[src/rtl/handshake_pkg.sv]
// Shared definitions for the request/response accumulator slave.
package handshake_pkg;
  localparam int unsigned DATA_W_DEF = 32;

  typedef enum logic [1:0] {
    RSP_OKAY = 2'b00,
    RSP_OVF  = 2'b01
  } rsp_code_e;
endpackage

[src/rtl/resp_fifo.sv]
// Response queue: storage, wrapping pointers and occupancy count.
module resp_fifo #(
  parameter int unsigned W     = 34,
  parameter int unsigned DEPTH = 4
) (
  input  logic         clk,
  input  logic         rst,
  input  logic         push,
  input  logic         pop,
  input  logic [W-1:0] wdata,
  output logic [W-1:0] rdata,
  output logic         full,
  output logic         empty
);
  localparam int unsigned AW = $clog2(DEPTH);
  localparam int unsigned CW = AW + 1;

  logic [W-1:0]  mem_q [DEPTH];
  logic [AW-1:0] wr_ptr_q, wr_ptr_d;
  logic [AW-1:0] rd_ptr_q, rd_ptr_d;
  logic [CW-1:0] count_q, count_d;
  logic [W-1:0]  last_q, last_d;
  logic          do_push, do_pop;

  always_comb begin
    full     = (count_q == CW'(DEPTH));
    empty    = (count_q == '0);
    do_push  = push && !full;
    do_pop   = pop && !empty;
    wr_ptr_d = wr_ptr_q;
    rd_ptr_d = rd_ptr_q;
    last_d   = last_q;
    count_d  = count_q;
    if (do_push) wr_ptr_d = wr_ptr_q + 1'b1;
    if (do_pop) begin
      rd_ptr_d = rd_ptr_q + 1'b1;
      last_d   = mem_q[rd_ptr_q];
    end
    case ({do_push, do_pop})
      2'b10:   count_d = count_q + 1'b1;
      2'b01:   count_d = count_q - 1'b1;
      default: count_d = count_q;
    endcase
    // last popped entry keeps the outputs steady while the queue is empty
    rdata = empty ? last_q : mem_q[rd_ptr_q];
  end

  always_ff @(posedge clk or posedge rst) begin
    if (rst) begin
      wr_ptr_q <= '0;
      rd_ptr_q <= '0;
      count_q  <= '0;
      last_q   <= '0;
    end else begin
      wr_ptr_q <= wr_ptr_d;
      rd_ptr_q <= rd_ptr_d;
      count_q  <= count_d;
      last_q   <= last_d;
    end
  end

  always_ff @(posedge clk) begin
    if (do_push) mem_q[wr_ptr_q] <= wdata;
  end
endmodule

[src/rtl/handshake_resp_slave.sv]
// Accumulating slave: each accepted request returns the running sum and a carry flag.
module handshake_resp_slave
  import handshake_pkg::*;
#(
  parameter int unsigned DATA_W = DATA_W_DEF,
  parameter int unsigned DEPTH  = 4
) (
  input  logic              clk,
  input  logic              rst,
  input  logic              req_valid,
  output logic              req_ready,
  input  logic [DATA_W-1:0] req_data,
  output logic              rsp_valid,
  input  logic              rsp_ready,
  output logic [DATA_W-1:0] rsp_data,
  output logic [1:0]        rsp_code
);
  logic [DATA_W-1:0] acc_q, acc_d;
  logic [DATA_W:0]   sum;
  rsp_code_e         code;
  logic [DATA_W+1:0] push_entry, head;
  logic              full, empty, accept;

  always_comb begin
    // rst gating keeps ready low throughout an asynchronous reset
    req_ready  = !full && !rst;
    accept     = req_valid && req_ready;
    sum        = {1'b0, acc_q} + {1'b0, req_data};
    code       = sum[DATA_W] ? RSP_OVF : RSP_OKAY;
    push_entry = {code, sum[DATA_W-1:0]};
    acc_d      = accept ? sum[DATA_W-1:0] : acc_q;
    rsp_valid  = !empty;
    rsp_data   = head[DATA_W-1:0];
    rsp_code   = head[DATA_W+1:DATA_W];
  end

  always_ff @(posedge clk or posedge rst) begin
    if (rst) acc_q <= '0;
    else     acc_q <= acc_d;
  end

  resp_fifo #(
    .W     (DATA_W + 2),
    .DEPTH (DEPTH)
  ) u_fifo (
    .clk   (clk),
    .rst   (rst),
    .push  (accept),
    .pop   (rsp_ready),
    .wdata (push_entry),
    .rdata (head),
    .full  (full),
    .empty (empty)
  );
endmodule

[config.mk]
export PLATFORM = sky130hd
export DESIGN_NAME = handshake_resp_slave
export DESIGN_NICKNAME = d
export VERILOG_FILES = /design/src/rtl/handshake_pkg.sv /design/src/rtl/resp_fifo.sv /design/src/rtl/handshake_resp_slave.sv
export SDC_FILE = /design/constraint.sdc
export NUM_CORES = 1
export LEC_CHECK = 0
export ABC_AREA = 1
export ABC_CLOCK_PERIOD_IN_PS = 3900
export BUFFER_PORTS_ARGS = -buffer_cell sky130_fd_sc_hd__buf_4
export CAP_MARGIN = 20
export CORE_MARGIN = 3
export CORE_UTILIZATION = 39
export CTS_CLUSTER_DIAMETER = 40
export CTS_CLUSTER_SIZE = 20
export DETAILED_ROUTE_END_ITERATION = 10
export PLACE_DENSITY = 0.63
export REMOVE_ABC_BUFFERS = 1
export SYNTH_ARGS = -nofsm -noshare
export SYNTH_HDL_FRONTEND = slang
export SYNTH_SLANG_ARGS = --single-unit
[constraint.sdc]
create_clock -name clk -period 3.9 [get_ports clk]
set_input_delay 0.39 -clock clk [delete_from_list [all_inputs] [get_ports clk]]
set_output_delay 0.39 -clock clk [all_outputs]
set_load 0.02 [all_outputs]
==> flow_summary.toml <==
[status]
status = "finished, final reports clean"

[yosys]
synth_common_cells = "477 x nand2_1, 134 x inv_1, 132 x edfxtp_1, 72 x dfrtp_1, 55 x a21oi_1"
synth_top_cell_area_share_pct = 37.6
synthDistinctLibCells = 32
synth_compound_area_share_pct = 9.29
async_flop_share_pct = 35.3
synth_top_cell_by_area = "edfxtp_1"
synthAdderAreaFrac_pct = 4.77
seq_area_frac_synth_pct = 54.7
synth-simple-area-share_pct = 22.5
synth_area_leaders = "edfxtp_1 38%, dfrtp_1 17%, nand2_1 17%"
avgSynthCellArea_um2 = 8.84
synth_most_common_cell = "nand2_1"
synth_xor_area_share_pct = 1.86
syn_area_um2 = 10500
synth-main-ff-cell = "edfxtp_1"
yosys_warnings = 0
syn-instance-count = 1192
synth_top_family_by_area = "simple AND/OR/NAND/NOR gates"
ys_seq_elements = 204
muxShareOfSynthArea_pct = 0
synth_edf_count = 132

[cells_and_area]
area.growth.synth_to_final_pct = 16.8
n_antenna_cell = 0
seq_area_um2 = 5770
design_area_um2 = 12300
final_nets = 1332
layout.cells.non_filler = 1610
fillers = 2458
drive_gt1_share_pct = 11.9
multiInputGateArea_um2 = 4080

[die]
core-area_um2 = 26300
io_pins = 72
start_util_pct = 40.1
design.die.area_um2 = 29000
die_w_um = 170
fp-row-count = 59
die_h_um = 170

[clock_tree]
cts_buffers = 24
clkLatencyLatePin_ns = 0.52
cts_max_level = 1
cts_tree = "yes"
cts_num_sinks = 204
cts_resized = 0
root_buffer = "clkbuf_16"
clk_pin_slew_worst_paths_ns = 0.06
cts.path.max_buffers = 3

[drt]
wirelength_mm = 24.0
drc = 0
drt_first_pass_iters = 5
drt-initial-drc-count = 526
avgRoutedWirePerCell_um = 14.9
avgViaCountPerCell = 4.90
ant_nets = 0
vias = 7892

[min_path]
hp-class = "in2reg"
min_to = "u_fifo.rd_ptr_q[0]$_DFFE_PP0P_"
worstHoldPathCells = 5
hold_start = "rsp_ready"

[setup_path]
setup.worst_path.start_class = "flop"
crit_fanout = 66
critPathMaxStageDelay_ns = 0.73
worstPathArrival_ns = 2.40
critPathKind = "reg2out"
reg2reg_to = "u_fifo.wr_ptr_q[1]$_DFFE_PP0P_"
cp-end-kind = "output port"
r2r-start = "u_fifo.count_q[1]$_DFFE_PP0P_"
critPathRequiredTime_ns = 3.51
path_cells = "nor2_1 > nand2_1 > inv_2 > o21ai_0 > buf_4"
r2r_setup_slack_ns = 1.50
r2r_cells = 7
critPathBufInv = 2
crit_family = "buffers and inverters"
cp_slowest_cell = "inv_2"

[power_and_ir_drop]
leakage_nw = 5.63
ir_worst_vdd_v = 0.000322
p_per_area_nw_per_um2 = 910

[sta]
rsz0062_at_grt = "no"
slew_headroom_pct = 33.4
skew_ns = 0.0205
clock.fmax_mhz = 358
worst_hold_slack_ns = 0.260
max_slew.worst_pin.slew_ns = 1.00
min_period_ns = 2.79
finalHoldViolCount = 0
tns_ns = 0
finalCritPeriodShare_pct = 71.6
final_max_slew_viol_count = 0
setup_viol = 0

[grt]
grt_pass1_vias = 7506
grt_overflow = 0
grt_pass1_wl_mm = 39.4
grt_max_degree = 68
grt_usage_pct = 16.8
antenna_found_initial = 0

[placed_design]
placed_area_um2 = 11400
place.gp.congestion = 0.888
dp_hpwl_mm = 16.9
placed_cells = 1563
portBuffers = 70

[run]
maxCapViolCount = 0
[cells by family after synthesis]
kind of cell,count (synthesis)
simple gates,589
flops,204
buf+inv,179
compound gates,161
fa+ha+maj,39
xor+xnor,19
other cells,1
[cell type report]
class                           count  share of cell area (%)
Multi-Input combinational cell    809                    33.2
Clock inverter                     18                    1.99
Timing Repair Buffer               83                    5.39
Sequential cell                   204                    46.8
Tap cell                          335                    3.40
Clock buffer                       26                    5.11
Inverter                          135                    4.12
[layer usage]
layer | share of wire, % | track usage, %
met1 | 48 | 24.1
met2 | 46 | 27.2
met3 | 4.8 | 2.37
met4 | 1.5 | 3.74
met5 | 0 | 0
[worst min-delay path, cell delays in order]
cell,delay (ns)
buf_4,0.08
nand2_2,0.05
inv_1,0.09
nor2_1,0.05
nor2_1,0.07
[through the flow]
step	util (%)	power [mW]	setup WS [ns]
3_5_place_dp	43.3	8.81	1.44
3_3_place_gp	43.3	8.72	1.47
4_1_cts	46.7	11.3	0.888
6_report	46.8	11.2	1.11
2_1_floorplan	-	7.09	0.387
5_1_grt	46.8	12.1	0.814
[layout by cell type (no fill, tap or decap), types with 4 or more instances in the layout]
cell type / netlist / final
a21oi_1: 55 / 55
a32o_1: 33 / 33
and2_1: 16 / 16
buf_4: 6 / 79
bufinv_16: 0 / 4
clkbuf_16: 0 / 25
dfrtp_1: 72 / 71
edfxtp_1: 132 / 132
ha_1: 37 / 37
inv_1: 134 / 131
inv_2: 1 / 4
inv_6: 0 / 6
nand2_1: 477 / 476
nand2_2: 7 / 8
nand3_1: 31 / 31
nand3b_1: 5 / 5
nor2_1: 43 / 39
o21ai_0: 50 / 50
o21ai_1: 20 / 20
xor2_1: 13 / 13
xor2_2: 4 / 4
[worst max-delay path by stage]
stage	startpoint	to	slack [ns]	cells after the start
final	u_fifo.count_q[1]$_DFFE_PP0P_	rsp_code[0]	1.11	5
after global routing	u_fifo.count_q[1]$_DFFE_PP0P_	rsp_code[0]	0.81	5
after CTS	u_fifo.rd_ptr_q[1]$_DFFE_PP0P_	rsp_data[15]	0.89	5
after detailed placement	req_data[0]	u_fifo.mem_q[0][28]$_DFFE_PP_	1.44	10
after floorplan	u_fifo.count_q[0]$_DFFE_PP0P_	u_fifo.mem_q[0][0]$_DFFE_PP_	0.39	4
after global placement	req_data[0]	u_fifo.mem_q[2][28]$_DFFE_PP_	1.47	10
[state kept, by name (all words and copies together) (netlist names)]
register,cells
u_fifo.mem_q,132
u_fifo.last_q,33
u_fifo.count_q,3
u_fifo.wr_ptr_q,2
u_fifo.rd_ptr_q,2
acc_q,32
[where the power goes]
part	internal, mW	switching, mW
registers	3.32	0.243
clock network	1.47	0.934
logic	1.80	3.45
[what timing repair did]
action | 4_1_cts | 5_1_grt
hold endpoints to repair | 18 | 0
setup buffers | 0 | 0
hold buffers | 1 | 0
Note: power is estimated with default switching activity, not from simulation.
